$ cat config.mk
export PLATFORM = sky130hd
export DESIGN_NAME = bin2bcd_seq
export DESIGN_NICKNAME = d
export VERILOG_FILES = /design/src/rtl/bcd_pkg.sv /design/src/rtl/bcd_digit_adj.sv /design/src/rtl/bin2bcd_seq.sv
export SDC_FILE = /design/constraint.sdc
export NUM_CORES = 1
export LEC_CHECK = 0
export BUFFER_PORTS_ARGS = -buffer_cell sky130_fd_sc_hd__buf_2
export CAP_MARGIN = 20
export CORE_ASPECT_RATIO = 1.5
export CORE_MARGIN = 2
export CORE_UTILIZATION = 35
export CTS_BUF_LIST = sky130_fd_sc_hd__clkbuf_4 sky130_fd_sc_hd__clkbuf_8
export CTS_CLUSTER_SIZE = 8
export DETAILED_ROUTE_END_ITERATION = 8
export PLACE_DENSITY = 0.53
export SYNTH_ARGS = -nofsm -noshare
export SYNTH_HDL_FRONTEND = slang
export SYNTH_SLANG_ARGS = --single-unit
$ cat constraint.sdc
create_clock -name clk -period 3.1 [get_ports clk]
set_input_delay 0.155 -clock clk [delete_from_list [all_inputs] [get_ports clk]]
set_output_delay 0.155 -clock clk [all_outputs]
set_load 0.01 [all_outputs]
$ cat src/rtl/bcd_pkg.sv
// Shared definitions for the sequential binary-to-BCD converter:
// FSM encodings, digit width and the digit-count helper used for the DIGITS check.
package bcd_pkg;

  localparam int BCD_W = 4;

  localparam logic [1:0] IDLE = 2'd0;
  localparam logic [1:0] CONV = 2'd1;
  localparam logic [1:0] DONE = 2'd2;

  // Smallest digit count d with 10^d > 2^w - 1.
  function automatic int digits_for(input int w);
    longint unsigned maxv;
    longint unsigned p;
    int d;
    maxv = (w >= 64) ? 64'hFFFF_FFFF_FFFF_FFFF : ((64'd1 << w) - 64'd1);
    p = 64'd10;
    d = 1;
    for (int i = 0; i < 19; i++) begin
      if (p <= maxv) begin
        d++;
        p = p * 64'd10;
      end
    end
    return d;
  endfunction

endpackage

$ cat src/rtl/bcd_digit_adj.sv
// One BCD digit's double-dabble correction: add 3 when the digit is 5 or more.
module bcd_digit_adj
  import bcd_pkg::*;
(
  input  logic [BCD_W-1:0] digit,
  output logic [BCD_W-1:0] adj
);

  assign adj = (digit >= 4'd5) ? digit + 4'd3 : digit;

endmodule

$ cat src/rtl/bin2bcd_seq.sv
// Sequential shift-and-add-3 binary-to-BCD converter, one input bit per clock.
// Optional leading-zero blank output enabled by defining BIN2BCD_BLANK_EN.
module bin2bcd_seq
  import bcd_pkg::*;
#(
  parameter int WIDTH  = 8,
  parameter int DIGITS = 3
) (
  input  logic                    clk,
  input  logic                    rst,
  input  logic                    start,
  input  logic [WIDTH-1:0]        bin,
  output logic                    ready,
  output logic                    busy,
  output logic                    done,
  output logic [BCD_W*DIGITS-1:0] bcd
`ifdef BIN2BCD_BLANK_EN
  ,
  output logic [DIGITS-1:0]       blank
`endif
);

  localparam int BW = BCD_W * DIGITS;
  localparam int SW = BW + WIDTH;
  localparam int CW = $clog2(WIDTH + 1);

  if (DIGITS < digits_for(WIDTH)) begin : g_digits_check
    $error("bin2bcd_seq: DIGITS too small to hold 2^WIDTH-1");
  end

  logic [1:0]    state;
  logic [CW-1:0] cnt;
  logic [SW-1:0] sreg;
  logic [SW-1:0] sreg_nxt;
  logic [BW-1:0] adj;

  for (genvar g = 0; g < DIGITS; g++) begin : g_adj
    bcd_digit_adj u_adj (
      .digit (sreg[WIDTH + g*BCD_W +: BCD_W]),
      .adj   (adj[g*BCD_W +: BCD_W])
    );
  end

  // Correction applies to the pre-shift digits, then the whole register shifts.
  assign sreg_nxt = {adj, sreg[WIDTH-1:0]} << 1;

  assign ready = (state == IDLE) || (state == DONE);
  assign busy  = (state == CONV);
  assign done  = (state == DONE);

`ifdef BIN2BCD_BLANK_EN
  logic [DIGITS-1:0] blank_nxt;
  logic              lead_zero;

  // Digit 0 is never blanked, so the scan stops at digit 1.
  always_comb begin
    blank_nxt = '0;
    lead_zero = 1'b1;
    for (int i = DIGITS - 1; i >= 1; i--) begin
      lead_zero    = lead_zero && (sreg_nxt[WIDTH + i*BCD_W +: BCD_W] == 4'd0);
      blank_nxt[i] = lead_zero;
    end
  end
`endif

  always_ff @(posedge clk) begin
    if (rst) begin
      state <= IDLE;
      cnt   <= '0;
      sreg  <= '0;
      bcd   <= '0;
`ifdef BIN2BCD_BLANK_EN
      blank <= '0;
`endif
    end else begin
      case (state)
        IDLE, DONE: begin
          if (start) begin
            sreg  <= {{BW{1'b0}}, bin};
            cnt   <= CW'(WIDTH);
            state <= CONV;
          end else begin
            state <= IDLE;
          end
        end
        CONV: begin
          sreg <= sreg_nxt;
          cnt  <= cnt - 1'b1;
          if (cnt == CW'(1)) begin
            state <= DONE;
            bcd   <= sreg_nxt[SW-1 -: BW];
`ifdef BIN2BCD_BLANK_EN
            blank <= blank_nxt;
`endif
          end
        end
        default: state <= IDLE;
      endcase
    end
  end

endmodule

==> results by group, run 1 <==
Status
  • Status: finished, final reports clean

Logic synthesis
  • Post-synthesis xor/xnor area fraction: 1.549%
  • Cell area after synthesis: 0.001697 mm^2
  • Synth Register Bits: 38
  • Mapped Cells: 194
  • Area contributors post-synth: dfxtp_1, a21oi_1, ha_1
  • Largest family of logic cells by synthesized area: compound AO/OA/AOI/OAI gates
  • Adder-cell share of the synthesized area: 5.900%
  • Mux cell area share after synthesis: 2.581%
  • Post-Synth Simple-Gate Area: 19.32%
  • Post-synthesis cell type count: 27
  • Yosys top cell area share: 44.84%
  • Compound-Gate Fraction of Synth Area: 20.06%
  • Ys Warns: 0
  • Net count after synthesis: 213
  • Seq/Total Area, Yosys: 44.84%
  • Top cell type by total area after synthesis: dfxtp_1
  • Synth Area per Inst: 8.746 um^2

Floorplanning
  • I/O pin total: 26
  • Die width: 60.85 um
  • Core Box Area: 0.004732 mm^2
  • FP Rows: 31
  • Die Ht: 89.27 um
  • Initial Util: 35.85%
  • Die area: 0.005432 mm^2

Timing
  • Final setup vio count: 0
  • RSZ-0062 raised after global routing: false
  • Fin. Hold Viols: 0
  • Fin crit share: 62.96%
  • Crit path time final: 1.952 ns
  • Highest clock rate: 512.3 MHz
  • Least-Margin Pin Slew: 0.6997 ns
  • Slew Limit Fails: 0
  • Worst clock skew: 0.007275 ns
  • Setup Total Neg Slack: 0 ns
  • Worst slew margin: 53.30%

Global route
  • GRT Total Usage: 15.42%
  • Global route overflow: 0
  • Vias in the first global route: 1399
  • Largest net degree at the start of global routing: 40
  • First-pass GRT wire length: 6258 um
  • Initial antenna violation count: 0

Worst setup path
  • CP Buf/Inv Count: 0
  • Worst setup SP type: register
  • Cell family with most CP delay: simple AND/OR/NAND/NOR gates
  • Critical Path AT: 2.10 ns
  • CP endpoint kind: register
  • WS Path Type: register to register
  • Worst EP required: 3.25 ns
  • Crit Path Max Fanout: 17
  • CP peak stage delay: 0.55 ns
  • Worst path slowest cell: nor2_2
  • Worst path cell trace: ha_1 > or3b_4 > nor2_2 > mux2i_1 > nor2_1

Drt
  • Post-route ant nets: 0
  • Total number of vias: 1441
  • WL final: 3738 um
  • Starting DRT DRC Count: 37
  • Vias per inst: 5.110
  • Wirelength per Cell: 13.26 um
  • DRC: 0
  • First-pass iteration count of the detailed router: 4

Clocking
  • Clk root buf: clkbuf_8
  • CTS Hold Buffers Added: 0
  • Clock Tree Buf Depth: 2
  • CTS tree: built
  • CTS Sinks: 38
  • Total CTS buffers: 5
  • Post-CTS Setup Inserts: 0
  • Reg clk slew, reported paths: 0.07 ns
  • CTS H-Tree Depth: 2
  • Clock latency on the worst-skew pair: 0.29 ns
  • Cts repair resizes: 0

Final layout
  • Final nets: 235
  • Finished Core Util: 41.30%
  • Sequential cell area: 760.7 um^2
  • Diodes inserted: 0
  • Non-filler cells, final: 282
  • Commonest non-fill, non-tap cell in the layout: dfxtp_1
  • Fraction of layout cells with a size suffix above 1: 18.52%
  • Area of the multi-input gates: 838.3 um^2
  • Most frequent cells in the layout: dfxtp_1, buf_2, a21oi_1
  • Final Cell Area: 0.001954 mm^2
  • Layout area overhead: 15.19%
  • Number of fill cells in the layout: 526

Power and ir drop
  • Leakage power: 0.7305 nW
  • Pwr dens: 487.4 mW/mm^2
  • Worst vdd ir: 0.2380 mV
  • Design Power: 0.9525 mW

Run
  • Max-cap violations: 0

Placed design
  • Dpl cells: 275
  • RD Place Congestion: 0.7270
  • DP Area: 0.001871 mm^2
  • Port-buffer cells: 25
  • Half-perimeter wire length after placement: 2535 um

Hold path
  • Worst hold path class: primary input to register
==> Yosys cell counts <==
master	instances
ha_1	8
nor4_1	1
o21ai_0	5
xnor2_1	3
nor2_1	15
a211oi_1	6
buf_2	5
mux2_2	3
nor3b_1	6
clkbuf_1	6
nand2b_1	11
nor3_1	4
nor2_2	1
dfxtp_1	38
or3_1	6
nand2_1	7
o22ai_1	14
nand3b_1	3
mux2i_1	1
buf_1	1
nor2b_1	2
a21oi_1	23
inv_1	11
nand3_1	3
or3b_4	1
a22oi_1	9
clkbuf_2	1
==> per-layer routing <==
layer  track usage (%)  share of wire (%)
met1             17.68                 44
met2             25.42                 51
met3             3.618                2.7
met4             9.289                2.1
met5                 0                  0
==> report_power, final <==
part / leakage, nW / internal (mW) / switching (mW)
sequential: 0.309 / 0.505 / 0.0116
clock: 0.0452 / 0.172 / 0.164
combinational: 0.377 / 0.0377 / 0.0616
total: 0.731 / 0.715 / 0.238
==> area by class of cell <==
cell class / count / area share [%]
sequential: 38 / 38.92
inverter: 11 / 2.113
timing repair buffer: 28 / 7.554
tap: 66 / 4.225
clock buffer: 7 / 4.289
multi-input combinational: 132 / 42.89
==> flip-flops by register name, summed over array words and instances (netlist names) <==
| register | cells |
|---|---|
| state | 2 |
| cnt | 4 |
| sreg | 20 |
| bcd | 12 |
==> metrics by stage <==
stage	hold slack (ns)	setup WS, ns
after floorplan	0.3158	1.559
after global placement	0.4187	1.223
after detailed placement	0.4251	1.166
after CTS	0.1190	1.143
after global routing	0.1595	1.014
final	0.1245	1.148
==> logic make-up (layout without fill, tap and decap cells) <==
logic type,Yosys count,in the layout
muxes,4,4
and+or+nand+nor,60,60
adders and majority gates,8,8
buffers and inverters,24,46
AOI/OAI and AO/OA,57,57
DFF,38,38
xor gates and xnor gates,3,3
==> path summary, 6_finish.rpt <==
check | slack [ns] | endpoint | depth (start not counted) | startpoint
min | 0.12 | sreg[0] | 3 | bin[0]
max reg2reg | 1.15 | bcd[0] | 5 | cnt[0]
max | 1.15 | bcd[0] | 5 | cnt[0]
min reg2reg | 0.46 | sreg[1] | 2 | sreg[1]
==> worst register-to-register path, delay by kind of cell (launching register included) <==
| kind | cells | cell delay (ns) |
|---|---|---|
| simple gates | 3 | 0.98 |
| fa+ha+maj | 1 | 0.17 |
| flops | 1 | 0.40 |
| mux | 1 | 0.26 |
No activity file was read; power rests on OpenSTA's default activity.
==> run 2, diff against run 1 <==
PLACE_DENSITY = 0.55   (was 0.53)
clock period = 1.7 ns   (was 3.1 ns; I/O delays follow)
==> results by group, run 2 (synthesis gave the netlist of run 1 again) <==
Drt
  • First-pass iteration count of the detailed router: 4
  • Starting DRT DRC Count: 60
  • Vias per inst: 5.035
  • WL final: 3746 um
  • Total number of vias: 1440
  • DRC: 0
  • Post-route ant nets: 0
  • Wirelength per Cell: 13.10 um

Clocking
  • Total CTS buffers: 5
  • CTS Sinks: 38
  • Clock Tree Buf Depth: 2
  • CTS tree: built
  • Reg clk slew, reported paths: 0.07 ns
  • Post-CTS Setup Inserts: 0
  • Clk root buf: clkbuf_8
  • Clock latency on the worst-skew pair: 0.29 ns
  • CTS H-Tree Depth: 2

Timing
  • Crit path time final: 1.566 ns
  • Slew Limit Fails: 0
  • Fin Hold WS: 0.05509 ns
  • Worst slew margin: 74.31%
  • Highest clock rate: 638.7 MHz
  • Setup Total Neg Slack: 0 ns
  • Final setup vio count: 0
  • Least-Margin Pin Slew: 0.3819 ns
  • Final worst slack: 0.1344 ns
  • Fin crit share: 92.09%
  • Worst clock skew: 0.004229 ns
  • RSZ-0062 raised after global routing: false
  • Fin. Hold Viols: 0

Final layout
  • Max reg flops: 20
  • Most frequent cells in the layout: dfxtp_1, buf_2, a21oi_1
  • Finished Core Util: 42.60%
  • Layout area overhead: 18.81%
  • Final nets: 240
  • Commonest non-fill, non-tap cell in the layout: dfxtp_1
  • Non-filler cells, final: 286
  • Final Cell Area: 0.002016 mm^2
  • Biggest register: sreg
  • Fraction of layout cells with a size suffix above 1: 21.36%
  • Largest regs: sreg: 20 flops, bcd: 12 flops, cnt: 4 flops
  • Diodes inserted: 0
  • Number of fill cells in the layout: 503

Global route
  • Vias in the first global route: 1336
  • Initial antenna violation count: 0
  • First-pass GRT wire length: 6127 um
  • GRT Total Usage: 14.99%
  • Global route overflow: 0
  • Largest net degree at the start of global routing: 23

Worst setup path
  • Crit Path Max Fanout: 17
  • WS Path Type: register to register
  • Worst setup SP type: register
  • Critical Path AT: 1.75 ns
  • Worst EP required: 1.88 ns
  • CP endpoint kind: register

Status
  • Status: finished, final reports clean

Placed design
  • Dpl cells: 280
  • Port-buffer cells: 25
  • Place WS: 0.07904 ns
  • Half-perimeter wire length after placement: 2587 um
  • RD Place Congestion: 0.7503
  • DP Area: 0.001921 mm^2

Power and ir drop
  • Pwr dens: 870.4 mW/mm^2
  • Leakage power: 0.7584 nW
  • Worst vdd ir: 0.4222 mV
  • Design Power: 1.754 mW

Floorplanning
  • FP Rows: 31
  • I/O pin total: 26
  • Die Ht: 89.27 um
  • Die area: 0.005432 mm^2
  • Die width: 60.85 um
  • Initial Util: 35.85%
  • Core Box Area: 0.004732 mm^2

Run
  • Max-cap violations: 0

Hold path
  • Worst hold path class: primary input to register
## run 2: cell count changes in the layout (fill, tap and decap cells not counted), sizes merged
cell / delta
buf: +5
clkbuf: -1
## run 2: metal layers
layer / global-route usage [%] / vias up / routed length, um
met1: 18.21 / 679 / 1697
met3: 3.473 / 5 / 94
li1: - / 734 / -
met2: 25.12 / 22 / 1886
met5: 0 / - / 0
met4: 5.929 / 0 / 67
## run 2: path summary, 6_finish.rpt
check	start	endpoint	slack (ns)	cells after the start
setup / recovery	cnt[0]	bcd[0]	0.13	6
hold / removal	bin[0]	sreg[0]	0.06	3
setup reg to reg	cnt[0]	bcd[0]	0.13	6
hold reg to reg	sreg[1]	sreg[1]	0.46	2
## run 2: timing repair
action,in CTS,in global routing
hold buffers,0,0
gates resized for setup,0,3
setup endpoints to repair,0,8
## run 2: layout make-up
class | instances | area (um^2) | share of cell area [%]
Inverter | 11 | 41.29 | 2.048
Sequential cell | 38 | 760.7 | 37.74
Timing Repair Buffer | 33 | 197.7 | 9.808
Multi-Input combinational cell | 132 | 850.8 | 42.21
Tap cell | 66 | 82.58 | 4.097
Clock buffer | 6 | 82.58 | 4.097
## run 2: report_power, final
part | internal (mW) | total (mW) | switching [mW] | leakage, nW
clock network | 0.313 | 0.621 | 0.308 | 0.0431
logic | 0.0778 | 0.193 | 0.115 | 0.407
registers | 0.920 | 0.940 | 0.0199 | 0.309
## run 2: worst max-delay path, cell delays in order, from the launching register on
cell and delay, ns:
dfxtp_1 0.39, ha_1 0.16, or3b_4 0.38, nor2_2 0.13
buf_12 0.16, mux2i_1 0.19, nor2_1 0.05
==> run 3, diff against run 2 <==
==> constraint.sdc (replaced) <==
create_clock -name clk -period 1.7 [get_ports clk]
set_input_delay 0.17 -clock clk [delete_from_list [all_inputs] [get_ports clk]]
set_output_delay 0.17 -clock clk [all_outputs]
set_load 0.01 [all_outputs]
==> results by group, run 3 (synthesis gave the netlist of run 1 again) <==
Status
  • Status: finished, final reports clean

Worst setup path
  • CP endpoint kind: register
  • Cell family with most CP delay: simple AND/OR/NAND/NOR gates
  • CP peak stage delay: 0.39 ns
  • Crit Path Max Fanout: 17
  • WS Path Type: register to register
  • Setup slack, reg-to-reg: 0.11 ns
  • Worst EP required: 1.88 ns
  • Reg2Reg Capture Point: bcd[0]
  • Worst setup SP type: register
  • CP Buf/Inv Count: 1
  • Critical Path AT: 1.77 ns
  • Worst Reg-to-Reg Cells: 6
  • Worst path slowest cell: dfxtp_1
  • CP startpoint: cnt[0]
  • Worst path cell trace: ha_1 > or3b_4 > nor2_2 > buf_12 > mux2i_1 > nor2_1
  • Crit path to: bcd[0]
  • RR Startpoint: cnt[0]
  • Worst path depth: 6

Clocking
  • CTS Hold Buffers Added: 0
  • Post-CTS Setup Inserts: 0
  • Clock latency on the worst-skew pair: 0.29 ns
  • CTS tree: built
  • Clock Tree Buf Depth: 2
  • Cts repair resizes: 0
  • CTS Sinks: 38
  • Total CTS buffers: 5
  • CTS H-Tree Depth: 2
  • Clk root buf: clkbuf_8
  • Reg clk slew, reported paths: 0.07 ns

Final layout
  • Biggest register: sreg
  • Final nets: 241
  • Diodes inserted: 0
  • Fraction of layout cells with a size suffix above 1: 22.87%
  • Non-filler cells, final: 289
  • Max reg flops: 20
  • Largest regs: sreg: 20 flops, bcd: 12 flops, cnt: 4 flops
  • Layout area overhead: 19.99%
  • Commonest non-fill, non-tap cell in the layout: dfxtp_1
  • Most frequent cells in the layout: dfxtp_1, buf_2, a21oi_1

Placed design
  • Port-buffer cells: 25
  • RD Place Congestion: 0.8181
  • Place WS: 0.07840 ns
  • Dpl cells: 281
  • Half-perimeter wire length after placement: 2579 um

Drt
  • First-pass iteration count of the detailed router: 4
  • Starting DRT DRC Count: 39
  • WL final: 3657 um
  • Wirelength per Cell: 12.65 um
  • Total number of vias: 1439
  • Vias per inst: 4.979
  • DRC: 0
  • Post-route ant nets: 0

Hold path
  • Worst hold path class: primary input to register
  • Hold Path Stages: 3

Timing
  • Fin crit share: 93.40%
  • Final setup vio count: 0
  • RSZ-0062 raised after global routing: false
  • Final worst slack: 0.1122 ns
  • Highest clock rate: 629.8 MHz
  • Fin Hold WS: 0.1426 ns
  • Fin. Hold Viols: 0
  • Setup Total Neg Slack: 0 ns
  • Crit path time final: 1.588 ns
  • Worst slew margin: 76.28%
  • Worst clock skew: 0.009187 ns
  • Slew Limit Fails: 0
  • Least-Margin Pin Slew: 0.3526 ns

Floorplanning
  • I/O pin total: 26
  • Core Box Area: 0.004732 mm^2
  • Die Ht: 89.27 um
  • Initial Util: 35.85%
  • Die width: 60.85 um
  • Die area: 0.005432 mm^2
  • FP Rows: 31

Global route
  • First-pass GRT wire length: 5899 um
  • Largest net degree at the start of global routing: 20
  • Global route overflow: 0
  • Initial antenna violation count: 0
  • Vias in the first global route: 1339
  • GRT Total Usage: 14.50%

Run
  • Max-cap violations: 0

Power and ir drop
  • Pwr dens: 878.4 mW/mm^2
  • Leakage power: 0.7693 nW
  • Design Power: 1.788 mW
  • Worst vdd ir: 0.5693 mV
-- run 3: cell count changes in the layout (fill, tap and decap cells not counted) --
cell / before / now
buf_4: 7 / 8
clkbuf_4: 0 / 1
clkinv_2: 0 / 1
inv_1: 11 / 10
inv_2: 0 / 1
-- run 3: where the power goes --
part           leakage [nW]  internal (mW)  switching [mW]
logic                 0.409         0.0794           0.112
clock network        0.0517          0.343           0.312
registers             0.309          0.920          0.0210
total                 0.769           1.34           0.445
-- run 3: final cells by class --
| type | count | area (um^2) |
|---|---|---|
| Fill cell | 512 | 2696 |
| Clock inverter | 1 | 5.005 |
| Sequential cell | 38 | 760.7 |
| Multi-Input combinational cell | 132 | 850.8 |
| Inverter | 11 | 41.29 |
| Clock buffer | 7 | 90.09 |
| Tap cell | 66 | 82.58 |
| Timing Repair Buffer | 34 | 205.2 |
-- run 3: how the worst min path moves through the flow --
stage,startpoint,to,slack (ns)
after floorplan,bin[0],sreg[0],0.33
after global placement,bin[0],sreg[0],0.42
after detailed placement,bin[0],sreg[0],0.43
after CTS,bin[0],sreg[0],0.13
after global routing,bin[0],sreg[0],0.14
final,bin[0],sreg[0],0.14
-- run 3: through the flow --
step	instance area [um^2]	util, %
after floorplan	1697	-
after global placement	1928	40.75
after detailed placement	1928	40.75
after CTS	2023	42.76
after global routing	2036	43.02
final	2036	43.02
-- run 3: metal layers --
metal  global-route usage, %  wire (um)  vias to the layer above
met5                       0          0                        -
met4                   4.743         61                        0
met3                   3.907        110                        6
met2                   26.49       1925                       21
met1                   15.75       1559                      673
li1                        -          -                      739
-- run 3: tightest hold or removal path: stages --
cell     delay (ns)
buf_2          0.08
a22oi_1        0.06
nor2_1         0.08
